===== src/rtl/gate_bist_controller_pkg.sv =====
// rtl/gate_bist_controller_pkg.sv - op codes and FSM state encodings for the gate BIST controller
package gate_bist_controller_pkg;

    typedef enum logic [2:0] {
        OP_BUF  = 3'd0,
        OP_NOT  = 3'd1,
        OP_AND  = 3'd2,
        OP_OR   = 3'd3,
        OP_NAND = 3'd4,
        OP_NOR  = 3'd5,
        OP_XOR  = 3'd6,
        OP_XNOR = 3'd7
    } gate_op_e;

    typedef enum logic [1:0] {
        ST_IDLE   = 2'd0,
        ST_SETTLE = 2'd1,
        ST_CHECK  = 2'd2,
        ST_DONE   = 2'd3
    } bist_state_e;

endpackage


===== src/rtl/gate_ref_model.sv =====
// rtl/gate_ref_model.sv - combinational reference model of the basic gate library
module gate_ref_model
    import gate_bist_controller_pkg::*;
#(
    parameter int N_INPUTS = 2
) (
    input  logic [2:0]          op,
    input  logic [N_INPUTS-1:0] vec,
    output logic                expected
);

    always_comb begin
        expected = 1'b0;
        case (op)
            OP_BUF:  expected = vec[0];
            OP_NOT:  expected = ~vec[0];
            OP_AND:  expected = &vec;
            OP_OR:   expected = |vec;
            OP_NAND: expected = ~&vec;
            OP_NOR:  expected = ~|vec;
            OP_XOR:  expected = ^vec;
            OP_XNOR: expected = ~^vec;
            default: expected = 1'b0;
        endcase
    end

endmodule


===== src/rtl/gate_bist_controller.sv =====
// rtl/gate_bist_controller.sv - exhaustive-vector BIST sequencer for one gate under test
module gate_bist_controller
    import gate_bist_controller_pkg::*;
#(
    parameter int N_INPUTS = 2,
    parameter int SETTLE   = 1
) (
    input  logic                clk,
    input  logic                rst,
    input  logic                start,
    input  logic [2:0]          op,
    output logic [N_INPUTS-1:0] gate_in,
    input  logic                gate_out,
    output logic                busy,
    output logic                done,
    output logic                pass,
    output logic [N_INPUTS:0]   fail_count,
    output logic [N_INPUTS-1:0] first_fail_vec
);

    localparam int CW = (SETTLE < 1) ? 1 : $clog2(SETTLE + 1);

    bist_state_e         state, state_n;
    logic [2:0]          op_q, op_n;
    logic [CW-1:0]       cnt, cnt_n;
    logic [N_INPUTS-1:0] gate_in_n, first_fail_vec_n;
    logic [N_INPUTS:0]   fail_count_n;
    logic                busy_n, done_n, pass_n;
    logic                expected, mismatch;

    gate_ref_model #(.N_INPUTS(N_INPUTS)) u_ref (
        .op       (op_q),
        .vec      (gate_in),
        .expected (expected)
    );

    assign mismatch = (gate_out != expected);

    always_comb begin
        state_n          = state;
        op_n             = op_q;
        cnt_n            = cnt;
        gate_in_n        = gate_in;
        fail_count_n     = fail_count;
        first_fail_vec_n = first_fail_vec;
        busy_n           = busy;
        done_n           = 1'b0;
        pass_n           = pass;
        case (state)
            ST_IDLE: begin
                if (start) begin
                    op_n             = op;
                    gate_in_n        = '0;
                    cnt_n            = '0;
                    fail_count_n     = '0;
                    first_fail_vec_n = '0;
                    pass_n           = 1'b0;
                    busy_n           = 1'b1;
                    state_n          = ST_SETTLE;
                end
            end
            ST_SETTLE: begin
                if (cnt == CW'(SETTLE)) begin
                    state_n = ST_CHECK;
                end else begin
                    cnt_n = cnt + 1'b1;
                end
            end
            ST_CHECK: begin
                if (mismatch) begin
                    fail_count_n = fail_count + 1'b1;
                    if (fail_count == '0) begin
                        first_fail_vec_n = gate_in;
                    end
                end
                if (&gate_in) begin
                    // pass is resolved here so it is already valid while done is high
                    state_n = ST_DONE;
                    done_n  = 1'b1;
                    pass_n  = (fail_count == '0) && !mismatch;
                end else begin
                    gate_in_n = gate_in + 1'b1;
                    cnt_n     = '0;
                    state_n   = ST_SETTLE;
                end
            end
            ST_DONE: begin
                busy_n  = 1'b0;
                state_n = ST_IDLE;
            end
            default: state_n = ST_IDLE;
        endcase
    end

    always_ff @(posedge clk) begin
        if (rst) begin
            state          <= ST_IDLE;
            op_q           <= '0;
            cnt            <= '0;
            gate_in        <= '0;
            fail_count     <= '0;
            first_fail_vec <= '0;
            busy           <= 1'b0;
            done           <= 1'b0;
            pass           <= 1'b0;
        end else begin
            state          <= state_n;
            op_q           <= op_n;
            cnt            <= cnt_n;
            gate_in        <= gate_in_n;
            fail_count     <= fail_count_n;
            first_fail_vec <= first_fail_vec_n;
            busy           <= busy_n;
            done           <= done_n;
            pass           <= pass_n;
        end
    end

endmodule


===== config.mk =====
export PLATFORM = sky130hd
export DESIGN_NAME = gate_bist_controller
export DESIGN_NICKNAME = d
export VERILOG_FILES = /design/src/rtl/gate_bist_controller_pkg.sv /design/src/rtl/gate_ref_model.sv /design/src/rtl/gate_bist_controller.sv
export SDC_FILE = /design/constraint.sdc
export NUM_CORES = 1
export LEC_CHECK = 0
export CAP_MARGIN = 30
export CORE_MARGIN = 4
export CORE_UTILIZATION = 50
export DETAILED_ROUTE_END_ITERATION = 10
export PLACE_DENSITY_LB_ADDON = 0.1
export SLEW_MARGIN = 0
export SYNTH_ARGS = -nofsm -noshare
export SYNTH_HDL_FRONTEND = slang
export SYNTH_SLANG_ARGS = --single-unit

===== constraint.sdc =====
create_clock -name clk -period 2.69 [get_ports clk]
set_clock_uncertainty 0.1 [all_clocks]
set_input_delay 0.269 -clock clk [delete_from_list [all_inputs] [get_ports clk]]
set_output_delay 0.269 -clock clk [all_outputs]
set_load 0.05 [all_outputs]

==> results.tsv <==
metric	value	unit
final setup margin	0.1893	ns
Critical Path AT	2.59	ns
Routed WL	2014	µm
vias	862	
Worst Max-Slew Pin Slew	0.5703	ns
most frequent cell after synthesis	dfxtp_1	
hold crit path type	reg2reg	
slowest CP cell	dfxtp_1	
Num CTS Buffers	3	
Buffers on Ports	16	
DP Worst Slack	0.2614	ns
Placement Cell Area	1086	µm²
drt drc	0	
antenna violations before repair	0	
Area growth, synth to finish	24.76	%
final non-filler cell total	154	
post-route ant nets	0	
hold_ws	0.3849	ns
Reg2Reg Setup Slack	0.19	ns
global-route wire length before repair	3567	µm
Fin. Hold Viols	0	
syn avg cell area	8.105	µm²
status	finished, final reports clean	
Comb power frac	14.8	%
total grt overflow	0	
number of global-route vias before repair	805	
net switching power	0.1333	mW
clk sinks	16	
Syn Inst Count	111	
Max-slew headroom	61.93	%
root buf cell	clkbuf_4	
number of post-CTS setup repair buffers	0	
CTS tree	yes	
Core Area	1708	µm²
Post-Layout Inst Area	1122	µm²
synthesized cell area	899.6	µm²
HPWL Detailed	1492	µm
initial core utilization	52.67	%
Peak Freq	0.3999	GHz
pin count of the biggest net entering global routing	18	
RSZ-0062 raised after global routing	false	
Crit Path Category	reg2reg	
num rows	15	
Antenna Cells	0	
Slew Limit Fails	0	
largest cells by area after synthesis	dfxtp_1 36%, ha_1 7.0%, a21oi_1 6.1%	
Seq pwr share	52.3	%
post-layout util	65.71	%
DR iter-0 viols	24	
layout cells sized above 1	6.202	%
Final min period	2.501	ns
Post-CTS Resized	0	
overall power	0.4936	mW
CP Data Required Time	2.78	ns
Leak	0.4076	nW
clk slew on worst S/H paths	0.10	ns
Overall Global Routing Usage	17.90	%
crit path cell chain	inv_1 -> ha_1 -> mux2_1 -> a32oi_2 -> nand4_1 -> a311o_1 -> a32o_1	
CP top delay family	compound AO/OA/AOI/OAI gates	
CP Buf/Inv Count	1	
Die X	50.42	µm
Synth top area share	35.61	%
Int Pwr	0.3603	mW
Mapped Nets	123	
most frequent cells after synthesis	16 x dfxtp_1, 12 x nor2_1, 11 x a21oi_1	
clk buf depth	2	
crit path capture type	register	
asr flop ratio synth	0	%
Die Area	2542	µm²
Via density	5.597	
Sw Ratio	27.00	%
CP Max Fanout	7	
I/O pin count	17	
Die H	50.42	µm
post-synthesis register bit count	16	
register area share after synthesis	35.61	%
Worst-Skew Late Latency	0.29	ns
Yosys cell types	36	
htree depth	1	
critical path startpoint category	register	
CP peak stage delay	0.45	ns
# placed instances	150	
Setup TNS	0	ns
Worst VDD drop	0.3127	mV
Cell Pwr Density	439.8	nW/µm²
final-stage net count	142	
Clock power frac	32.9	%
hold_buf cts	0	
Post-synth EDFFs	0	
Max Cap Viol	0	
Warnings, synthesis	0	
WL/cell	13.08	µm
GP Congestion	0.8446	
area leader, netlist	dfxtp_1	
Post-synth top flop	dfxtp_1	
Final period util	92.96	%
drt first pass iters	5	
Final setup viols	0	
[power groups by stage]
stage                     Clock [mW]  Sequential [mW]  Combinational (mW)
after global placement             0            0.263              0.0710
final                          0.162            0.258              0.0730
after global routing           0.174            0.260              0.0816
after CTS                      0.165            0.258              0.0727
after detailed placement           0            0.264              0.0722
after floorplan                    0            0.263              0.0485
[worst register-to-register path, stage by stage (launching register included)]
cell	delay (ns)
dfxtp_1	0.45
inv_1	0.07
ha_1	0.31
mux2_1	0.31
a32oi_2	0.25
nand4_1	0.28
a311o_1	0.41
a32o_1	0.22
[final cells by class]
| type | instances | area (µm²) |
|---|---|---|
| sequential | 16 | 320.3 |
| multi-input combinational | 84 | 533.0 |
| fill | 143 | 585.6 |
| tap | 25 | 31.28 |
| timing repair buffer | 18 | 175.2 |
| clock buffer | 4 | 36.28 |
| inverter | 7 | 26.28 |
[path summary, 6_finish.rpt]
| check | startpoint | end | cells after the start |
|---|---|---|---|
| worst min register to register | cnt$_SDFFE_PP0P_ | cnt$_SDFFE_PP0P_ | 2 |
| worst min-delay path | cnt$_SDFFE_PP0P_ | cnt$_SDFFE_PP0P_ | 2 |
| worst max register to register | gate_in[1]$_SDFFE_PP0P_ | first_fail_vec[1]$_SDFFE_PP0P_ | 7 |
| worst max-delay path | gate_in[1]$_SDFFE_PP0P_ | first_fail_vec[1]$_SDFFE_PP0P_ | 7 |
[state kept, by name, indices dropped and copies added (netlist names)]
| name | cells |
|---|---|
| busy | 1 |
| cnt | 1 |
| done | 1 |
| fail_count | 3 |
| first_fail_vec | 2 |
| gate_in | 2 |
| op_q | 3 |
| pass | 1 |
| state | 2 |
[layer usage]
layer	part of all wire [%]	routed length [µm]	up-vias	GRT usage, %
met2	45	900	21	27.61
met4	2.4	48	0	6.278
met1	49	987	394	24.13
li1	-	-	439	-
met5	0	0	-	0
met3	3.8	77	8	4.451
[layout by cell type (no fill, tap or decap), types with 2 or more instances in the layout]
cell	n
ha_1	5
inv_1	7
clkbuf_4	3
clkdlybuf4s50_1	16
buf_4	2
nand4_1	2
dfxtp_1	16
nor2b_1	5
a32o_1	2
a21oi_1	11
a31oi_1	5
nand2_1	10
o21ai_0	7
nand3_1	2
nor2_1	12
nand2b_1	3
[logic make-up after synthesis]
group / share of synthesized area [%]
AND/OR/NAND/NOR: 22.12
AO/OA/AOI/OAI: 27.82
flip-flops: 35.61
buffers and inverters: 5.147
adder cells (fa/ha/maj): 6.954
multiplexers: 2.364
No activity file was read; power rests on OpenSTA's default activity.
